### src/rtl/dmem_arb_pkg.sv
// Shared types and the address legality check for the data-memory port arbiter.
package dmem_arb_pkg;

    typedef enum logic [1:0] {
        IDLE  = 2'd0,
        ISSUE = 2'd1,
        RESP  = 2'd2
    } state_e;

    typedef enum logic {
        PORT_C = 1'b0,
        PORT_D = 1'b1
    } owner_e;

    // A byte address is bad when it is not word aligned or lies beyond the memory depth.
    function automatic logic addr_is_bad(input logic [31:0] addr, input int unsigned addr_w);
        logic [31:0] hi_mask;
        hi_mask = 32'hFFFF_FFFF << (addr_w + 2);
        return (addr[1:0] != 2'b00) || ((addr & hi_mask) != 32'h0);
    endfunction

endpackage

### src/rtl/dmem_arb_addr_chk.sv
// Combinational alignment/range check for one requester: word index plus error flag.
module dmem_arb_addr_chk
    import dmem_arb_pkg::*;
#(
    parameter int unsigned ADDR_W = 5
) (
    input  logic [31:0]       addr_i,
    output logic [ADDR_W-1:0] word_o,
    output logic              bad_o
);

    assign word_o = addr_i[ADDR_W+1:2];
    assign bad_o  = addr_is_bad(addr_i, ADDR_W);

endmodule

### src/rtl/dmem_port_arbiter.sv
// Arbitrates the single-port data memory between the CPU MEM stage (C) and the debug port (D),
// with fixed C priority and a starvation limit that forces a D grant.
module dmem_port_arbiter
    import dmem_arb_pkg::*;
#(
    parameter int unsigned DATA_W       = 32,
    parameter int unsigned ADDR_W       = 5,
    parameter int unsigned STARVE_LIMIT = 3
) (
    input  logic              clk_i,
    input  logic              rst_i,
    input  logic              cpu_req_i,
    input  logic              cpu_we_i,
    input  logic [31:0]       cpu_addr_i,
    input  logic [DATA_W-1:0] cpu_wdata_i,
    output logic [DATA_W-1:0] cpu_rdata_o,
    output logic              cpu_ack_o,
    output logic              cpu_stall_o,
    input  logic              dbg_req_i,
    input  logic              dbg_we_i,
    input  logic [31:0]       dbg_addr_i,
    input  logic [DATA_W-1:0] dbg_wdata_i,
    output logic [DATA_W-1:0] dbg_rdata_o,
    output logic              dbg_ack_o,
    output logic              mem_en_o,
    output logic              mem_we_o,
    output logic [ADDR_W-1:0] mem_addr_o,
    output logic [DATA_W-1:0] mem_wdata_o,
    input  logic [DATA_W-1:0] mem_rdata_i,
    output logic              err_o
);

    localparam int unsigned SW = (STARVE_LIMIT < 1) ? 1 : $clog2(STARVE_LIMIT + 1);
    localparam logic [SW-1:0] STARVE_MAX = SW'(STARVE_LIMIT);

    state_e            state_q, state_d;
    owner_e            owner_q, owner_d;
    logic [SW-1:0]     starve_q, starve_d;
    logic              mem_en_q, mem_en_d;
    logic              mem_we_q, mem_we_d;
    logic [ADDR_W-1:0] mem_addr_q, mem_addr_d;
    logic [DATA_W-1:0] mem_wdata_q, mem_wdata_d;
    logic              cpu_ack_q, cpu_ack_d;
    logic              dbg_ack_q, dbg_ack_d;
    logic              rd_valid_q, rd_valid_d;
    logic              err_q, err_d;

    logic [ADDR_W-1:0] c_word, d_word, sel_word;
    logic              c_bad, d_bad, sel_bad, sel_we, d_wins;
    logic [DATA_W-1:0] sel_wdata;

    dmem_arb_addr_chk #(.ADDR_W(ADDR_W)) u_chk_c (
        .addr_i (cpu_addr_i),
        .word_o (c_word),
        .bad_o  (c_bad)
    );

    dmem_arb_addr_chk #(.ADDR_W(ADDR_W)) u_chk_d (
        .addr_i (dbg_addr_i),
        .word_o (d_word),
        .bad_o  (d_bad)
    );

    assign d_wins    = dbg_req_i && ((starve_q == STARVE_MAX) || !cpu_req_i);
    assign sel_we    = d_wins ? dbg_we_i    : cpu_we_i;
    assign sel_word  = d_wins ? d_word      : c_word;
    assign sel_bad   = d_wins ? d_bad       : c_bad;
    assign sel_wdata = d_wins ? dbg_wdata_i : cpu_wdata_i;

    always_comb begin
        state_d     = state_q;
        owner_d     = owner_q;
        starve_d    = starve_q;
        err_d       = err_q;
        mem_en_d    = 1'b0;
        mem_we_d    = 1'b0;
        mem_addr_d  = '0;
        mem_wdata_d = '0;
        cpu_ack_d   = 1'b0;
        dbg_ack_d   = 1'b0;
        rd_valid_d  = 1'b0;
        unique case (state_q)
            IDLE: begin
                if (!dbg_req_i || d_wins) begin
                    starve_d = '0;
                end else if (starve_q != STARVE_MAX) begin
                    starve_d = starve_q + 1'b1;
                end
                if (cpu_req_i || dbg_req_i) begin
                    state_d    = ISSUE;
                    owner_d    = d_wins ? PORT_D : PORT_C;
                    err_d      = err_q | sel_bad;
                    rd_valid_d = !sel_bad && !sel_we;
                    // A bad access keeps the memory strobes idle but still walks the FSM to its ack.
                    if (!sel_bad) begin
                        mem_en_d    = 1'b1;
                        mem_we_d    = sel_we;
                        mem_addr_d  = sel_word;
                        mem_wdata_d = sel_wdata;
                    end
                end
            end
            ISSUE: begin
                state_d    = RESP;
                rd_valid_d = rd_valid_q;
                cpu_ack_d  = (owner_q == PORT_C);
                dbg_ack_d  = (owner_q == PORT_D);
            end
            RESP: begin
                state_d = IDLE;
            end
            default: begin
                state_d = IDLE;
            end
        endcase
    end

    always_ff @(posedge clk_i or negedge rst_i) begin
        if (!rst_i) begin
            state_q     <= IDLE;
            owner_q     <= PORT_C;
            starve_q    <= '0;
            mem_en_q    <= 1'b0;
            mem_we_q    <= 1'b0;
            mem_addr_q  <= '0;
            mem_wdata_q <= '0;
            cpu_ack_q   <= 1'b0;
            dbg_ack_q   <= 1'b0;
            rd_valid_q  <= 1'b0;
            err_q       <= 1'b0;
        end else begin
            state_q     <= state_d;
            owner_q     <= owner_d;
            starve_q    <= starve_d;
            mem_en_q    <= mem_en_d;
            mem_we_q    <= mem_we_d;
            mem_addr_q  <= mem_addr_d;
            mem_wdata_q <= mem_wdata_d;
            cpu_ack_q   <= cpu_ack_d;
            dbg_ack_q   <= dbg_ack_d;
            rd_valid_q  <= rd_valid_d;
            err_q       <= err_d;
        end
    end

    // Memory read data arrives the cycle after the strobe, which is the ack cycle itself.
    assign cpu_rdata_o = (cpu_ack_q && rd_valid_q) ? mem_rdata_i : '0;
    assign dbg_rdata_o = (dbg_ack_q && rd_valid_q) ? mem_rdata_i : '0;
    assign cpu_ack_o   = cpu_ack_q;
    assign dbg_ack_o   = dbg_ack_q;
    assign cpu_stall_o = cpu_req_i & ~cpu_ack_q;
    assign mem_en_o    = mem_en_q;
    assign mem_we_o    = mem_we_q;
    assign mem_addr_o  = mem_addr_q;
    assign mem_wdata_o = mem_wdata_q;
    assign err_o       = err_q;

endmodule

### config.mk
export PLATFORM = sky130hd
export DESIGN_NAME = dmem_port_arbiter
export DESIGN_NICKNAME = d
export VERILOG_FILES = /design/src/rtl/dmem_arb_pkg.sv /design/src/rtl/dmem_arb_addr_chk.sv /design/src/rtl/dmem_port_arbiter.sv
export SDC_FILE = /design/constraint.sdc
export NUM_CORES = 1
export LEC_CHECK = 0
export ABC_AREA = 1
export CAP_MARGIN = 20
export CORE_AREA = 2 2 106 108
export CTS_BUF_LIST = sky130_fd_sc_hd__clkbuf_2 sky130_fd_sc_hd__clkbuf_4 sky130_fd_sc_hd__clkbuf_8
export DETAILED_ROUTE_END_ITERATION = 16
export DIE_AREA = 0 0 108 110
export HOLD_SLACK_MARGIN = 0.12
export PLACE_DENSITY_LB_ADDON = 0.12
export SLEW_MARGIN = 20
export SYNTH_ARGS = -nofsm -noshare
export SYNTH_HDL_FRONTEND = slang
export SYNTH_SLANG_ARGS = --single-unit
export TNS_END_PERCENT = 100
### constraint.sdc
create_clock -name clk_i -period 1.9 [get_ports clk_i]
set_input_delay 0.19 -clock clk_i [delete_from_list [all_inputs] [get_ports clk_i]]
set_output_delay 0.19 -clock clk_i [all_outputs]
set_load 0.01 [all_outputs]
==> results of run 1 <==
[cells by family after synthesis]
logic type | share of synthesized area (%)
AO/OA/AOI/OAI | 1.40
buffers and inverters | 17.5
adder cells (fa/ha/maj) | 0.436
AND/OR/NAND/NOR | 38.8
flip-flops | 41.9
[power by group through the flow]
stage | clock, W | sequential [W] | combinational [W]
after floorplan | 0 | 0.00114 | 0.000288
after global placement | 0 | 0.00113 | 0.000758
after detailed placement | 0 | 0.00114 | 0.000777
after CTS | 0.000646 | 0.00112 | 0.000782
after global routing | 0.000698 | 0.00113 | 0.000861
final | 0.000621 | 0.00112 | 0.000770
[area by class of cell]
cell class	count	area, um2	share of cell area [%]
repair buffers	287	2880	48.5
flip-flops and latches	48	1200	20.2
multi-input cells	293	1170	19.8
inverters	111	417	7.01
well taps	140	175	2.95
clock buffers	6	82.6	1.39
clock inverters	2	10.0	0.168
[routing by layer]
metal  part of all wire (%)  vias to the layer above  wire length [um]  track usage (%)
met5                      0                        -                 0                0
met4                    2.1                        0               218             5.13
met3                     11                       20              1130             5.94
met2                     54                      159              5710             34.5
met1                     33                     1585              3520             15.6
li1                       -                     1848                 -                -
[state kept, by name, indices dropped and copies added, names as in the netlist]
register	count
mem_we_o	1
dbg_ack_o	1
mem_wdata_o	32
mem_en_o	1
cpu_ack_o	1
starve_q	2
mem_addr_o	5
err_o	1
state_q	2
owner_q	1
rd_valid_q	1
[layout by cell type, fill, tap and decap left out]
cell type,count
and2_1,2
clkdlybuf4s50_1,253
a21oi_2,1
nor3_1,1
nor2_1,121
buf_4,12
nand3_1,3
nor2_2,10
buf_6,2
o21bai_1,1
ha_1,1
dlygate4sd2_1,1
nand2_1,147
and2_0,1
dfrtp_1,48
buf_2,1
nand4_1,1
clkinv_2,2
dlygate4sd3_1,1
a21oi_4,1
clkbuf_8,6
inv_1,111
o21ai_0,3
dlymetal6s2s_1,17
[worst max-delay path: stages, from the launching register on]
cell and delay (ns):
dfrtp_1 0.38, nand2_1 0.09, buf_6 0.18, nor2_1 0.13, clkdlybuf4s50_1 0.56
[per-stage QoR]
step | hold WS [ns] | utilization [%]
global route | 0.409 | 55.5
detailed placement | 0.163 | 54.0
floorplan | -0.106 | -
global placement | 0.144 | 54.0
CTS | 0.367 | 55.0
finish | 0.359 | 55.5
[worst max-delay path by stage]
stage	from	end	slack (ns)	depth (start not counted)
3_5_place_dp	cpu_req_i	mem_wdata_o[25]$_DFF_PN0_	0.12	10
4_1_cts	rd_valid_q$_DFFE_PN0P_	cpu_rdata_o[30]	0.004	4
6_report	rd_valid_q$_DFFE_PN0P_	dbg_rdata_o[22]	0.08	4
3_3_place_gp	cpu_req_i	mem_wdata_o[0]$_DFF_PN0_	0.16	10
2_1_floorplan	starve_q[0]$_DFFE_PN0P_	mem_addr_o[0]$_DFF_PN0_	0.35	12
5_1_grt	rd_valid_q$_DFFE_PN0P_	dbg_rdata_o[22]	-0.02	4
[timing repair]
item / CTS / global route
setup endpoints to repair: 1 / 33
hold buffers: 1 / 0
hold endpoints to repair: 17 / 0
buffers inserted: 0 / 1
gates resized for setup: 1 / 19
==> impl_results.md, run 1 <==
* Peak supply drop at 0.258 mV
* CP required at 1.71 ns
* Static Leak at 3.37 nW
* Initial antenna violation count at 0
* FF-to-FF End: mem_wdata_o[25]$_DFF_PN0_
* Routed WL per cell at 11.9 um
* Share of layout cells above drive strength 1 at 4.69%
* Initial Util at 26.8%
* Area after DPL at 5780 um2
* Final #Nets at 913
* Clock H-tree levels at 2
* Seq cells post-synth at 48
* CTS root buf: clkbuf_8
* N_diodes at 0
* Worst min path class: in -> async
* RR Startpoint: starve_q[0]$_DFFE_PN0P_
* Clock Sinks at 48
* CTS max path bufs at 2
* Pwr Density at 422 nW/um2
* Tot Pwr at 0.00251 W
* Max_slew headroom at 70.7%
* Vias in the first global route at 3484
* Reg2reg setup slack at 0.20 ns
* Final Skew at 0.00464 ns
* First-pass iteration count of the detailed router at 4
* Top FF cell, synth: dfrtp_1
* Clk_lat worst skew at 0.30 ns
* DRC viols at 0
* Post-DP HPWL at 8980 um
* I/O pin cnt at 273
* Switching part of the total at 27.5%
* Switch Pwr at 0.000689 W
* Cell with the most instances after synthesis: nand2_1
* Syn Nets at 637
* Max Freq at 0.548 GHz
* Avg Cell Area, Syn at 6.10 um2
* Status: complete, no violations
* Fin. Hold Viols at 0
* Worst-path maximum fanout at 22
* Worst-case reg-to-reg path depth at 11
* CTS tree: done
* Starting DRT DRC Count at 138
* Reg power frac at 44.5%
* Minimum clock period at 1.82 ns
* Gate Count Post-Synth at 470
* Die X-Extent at 108 um
* Fin area at 5940 um2
* Final setup vio count at 0
* Total wire length at 10600 um
* Synth cell types at 19
* Final weighted congestion in routability-driven placement at 0.744
* DR vias at 3612
* Area Overhead vs Synth at 107%
* Critical path capture point type: output pin
* # fillers at 1054
* Die height at 110 um
* Period utilization at 96.0%
* Critical path launch point type: flip-flop
* Ys Warns at 0
* PortBufs at 272
* Die area at 11900 um2
* Setup ws final at 0.0763 ns
* Total of max-cap violations at 0
* CTS Buf Count at 5
* First-pass GRT wire length at 15900 um
* Gr ovfl total at 0
* Core Region at 10700 um2
* Clock transition at path regs at 0.09 ns
* Fin cells at 887
* Yosys top cell area share at 41.9%
* Internal at 0.00182 W
* Crit path kind: reg -> out
* Dominant cell type by area after synthesis: dfrtp_1
* DP Worst Slack at 0.122 ns
* Worst slew pin tran at 0.439 ns
* Antenna-violating nets left at 0
* Share of async-settable or async-resettable flops after synthesis at 100%
* Placed cell count at 877
* Post-synth EDFFs at 0
* Critical Path AT at 1.63 ns
* Comb pwr share at 30.7%
* Slew Limit Fails at 0
* Top cells by count, synth: 147 x nand2_1, 121 x nor2_1, 111 x inv_1, 48 x dfrtp_1
* Clock share of power at 24.8%
* Global Route Usage Sum at 16.9%
* Register area share after synthesis at 41.9%
* Vias per cell at 4.07
* Largest net degree at the start of global routing at 23
* Num rows at 38
* Mapped cell area at 2870 um2
* Sum of negative setup slack at 0 ns
* Most area-consuming cells after synthesis: dfrtp_1 42%, nand2_1 19%, nor2_1 16%, inv_1 15%, nor2_2 2.2%
No activity file was read; power rests on OpenSTA's default activity.
==> run 2, diff against run 1 <==
Settings changed: MAX_ROUTING_LAYER from default to met4.
==> run 2 against run 1 <==
Effect of this change: sequential share of layout area unchanged; power barely moved; critical endpoint unchanged; count of clock-buffer cells in the layout stayed put; global-route usage grew 0.49 points; routed wire length is essentially flat; die area is the same; clock power hardly changed; fmax barely moved; flip-flop and latch count stayed put.
==> impl_results.md, run 2 (synthesis gave the netlist of run 1 again) <==
* Reg power frac at 44.6%
* CTS root buf: clkbuf_8
* N_diodes at 0
* Max_slew headroom at 71.1%
* Max Freq at 0.548 GHz
* Initial Util at 26.8%
* Total of max-cap violations at 0
* CTS tree: done
* CTS max path bufs at 2
* DR vias at 3612
* Die height at 110 um
* Switch Pwr at 0.000689 W
* Worst min path class: in -> async
* Final #Nets at 913
* Clk_lat worst skew at 0.30 ns
* Final weighted congestion in routability-driven placement at 0.753
* Largest net degree at the start of global routing at 23
* Num rows at 38
* Vias in the first global route at 3491
* Switching part of the total at 27.5%
* Crit path kind: reg -> out
* First-pass iteration count of the detailed router at 5
* Static Leak at 3.37 nW
* Clock share of power at 24.8%
* Core Region at 10700 um2
* Critical path capture point type: output pin
* Die X-Extent at 108 um
* Comb pwr share at 30.7%
* Post-layout util at 55.5%
* Fin. Hold Viols at 0
* Minimum clock period at 1.83 ns
* Total wire length at 10600 um
* Max incr delay on CP at 0.56 ns
* I/O pin cnt at 273
* Max reg flops at 32
* Critical path launch point type: flip-flop
* CP required at 1.71 ns
* Cell family with most CP delay: buffers and inverters
* Worst Path Buf+Inv at 2
* Gr ovfl total at 0
* Commonest non-fill, non-tap cells in the layout: 253 x clkdlybuf4s50_1, 147 x nand2_1, 121 x nor2_1, 111 x inv_1, 48 x dfrtp_1
* Initial antenna violation count at 0
* PortBufs at 272
* Slew Limit Fails at 0
* Period utilization at 96.1%
* Routed WL per cell at 11.9 um
* CTS Buf Count at 5
* Die area at 11900 um2
* DRC viols at 0
* Worst-path maximum fanout at 22
* Crit-path cells: nand2_1, buf_6, nor2_1, clkdlybuf4s50_1
* Status: complete, no violations
* Peak supply drop at 0.259 mV
* Antenna-violating nets left at 0
* Crit-path slowest cell: clkdlybuf4s50_1
* Critical Path AT at 1.64 ns
* Vias per cell at 4.07
* Clock Sinks at 48
* Clock H-tree levels at 2
* Reg2reg setup slack at 0.21 ns
* Post-DP HPWL at 8980 um
* Pwr Density at 422 nW/um2
* Global Route Usage Sum at 17.4%
* Final Skew at 0.00453 ns
* Area Overhead vs Synth at 107%
* Sum of negative setup slack at 0 ns
* First-pass GRT wire length at 15800 um
* Internal at 0.00182 W
* Commonest non-fill, non-tap cell in the layout: clkdlybuf4s50_1
* Starting DRT DRC Count at 121
* Share of layout cells above drive strength 1 at 4.69%
* Worst slew pin tran at 0.433 ns
* Worst-case reg-to-reg path depth at 11
* Clock transition at path regs at 0.09 ns
* FF-to-FF End: mem_wdata_o[25]$_DFF_PN0_
* Final setup vio count at 0
* RR Startpoint: starve_q[0]$_DFFE_PN0P_
run 2: cell counts in the layout (fill, tap and decap cells not counted):
No cell type changed its count.
run 2: worst max path at each step:
stage                                  from                   endpoint  slack (ns)  cells after the start
global placement                  cpu_req_i   mem_wdata_o[0]$_DFF_PN0_        0.16                     10
global route         rd_valid_q$_DFFE_PN0P_            dbg_rdata_o[22]       -0.02                      4
floorplan           starve_q[0]$_DFFE_PN0P_    mem_addr_o[0]$_DFF_PN0_        0.35                     12
CTS                  rd_valid_q$_DFFE_PN0P_            cpu_rdata_o[30]       0.004                      4
detailed placement                cpu_req_i  mem_wdata_o[25]$_DFF_PN0_        0.12                     10
finish               rd_valid_q$_DFFE_PN0P_            dbg_rdata_o[22]        0.07                      4
run 2: final cells by class:
class | count | area (um2)
fillers | 1054 | 4760
repair buffers | 287 | 2880
flip-flops and latches | 48 | 1200
multi-input cells | 293 | 1170
inverters | 111 | 417
well taps | 140 | 175
clock buffers | 6 | 82.6
clock inverters | 2 | 10.0
run 2: through the flow:
step | hold slack, ns | instance area [um2] | total power, W | std cells | setup WS [ns]
after global placement | 0.144 | 5780 | 0.00189 | 877 | 0.157
after global routing | 0.410 | 5940 | 0.00268 | 887 | -0.0244
after detailed placement | 0.163 | 5780 | 0.00191 | 877 | 0.122
final | 0.355 | 5940 | 0.00251 | 887 | 0.0750
after floorplan | -0.106 | 2870 | 0.00143 | 470 | 0.348
after CTS | 0.367 | 5880 | 0.00255 | 886 | 0.00374
run 2: per-layer routing:
metal	vias up	global-route usage, %	share of wire, %
li1	1848	-	-
met1	1592	16.0	34
met2	155	34.5	54
met3	17	5.29	9.8
met4	0	5.13	2.0
met5	-	-	0
run 2: power groups by stage:
stage          clock, W  sequential (W)  combinational, W
2_1_floorplan         0         0.00114          0.000288
3_3_place_gp          0         0.00113          0.000758
3_5_place_dp          0         0.00114          0.000777
4_1_cts        0.000646         0.00112          0.000782
5_1_grt        0.000698         0.00113          0.000861
6_report       0.000621         0.00112          0.000770
run 2: worst register-to-register path: stages, from the launching register on:
cell     delay [ns]
dfrtp_1        0.40
ha_1           0.21
inv_1          0.11
nand2_1        0.08
nand2_1        0.11
nand2_1        0.06
nor2_1         0.11
nand2_1        0.06
nand2_1        0.08
nand2_1        0.07
buf_4          0.23
nor2_1         0.12
run 2: what timing repair did:
| item | in CTS | in global routing |
|---|---|---|
| endpoints found under the hold margin | 17 | 0 |
| cloned | 0 | 0 |
| gates resized for setup | 1 | 19 |
| pin swaps | 0 | 0 |
| hold buffers | 1 | 0 |
| buffers inserted | 0 | 1 |
| endpoints found under the setup margin | 1 | 33 |
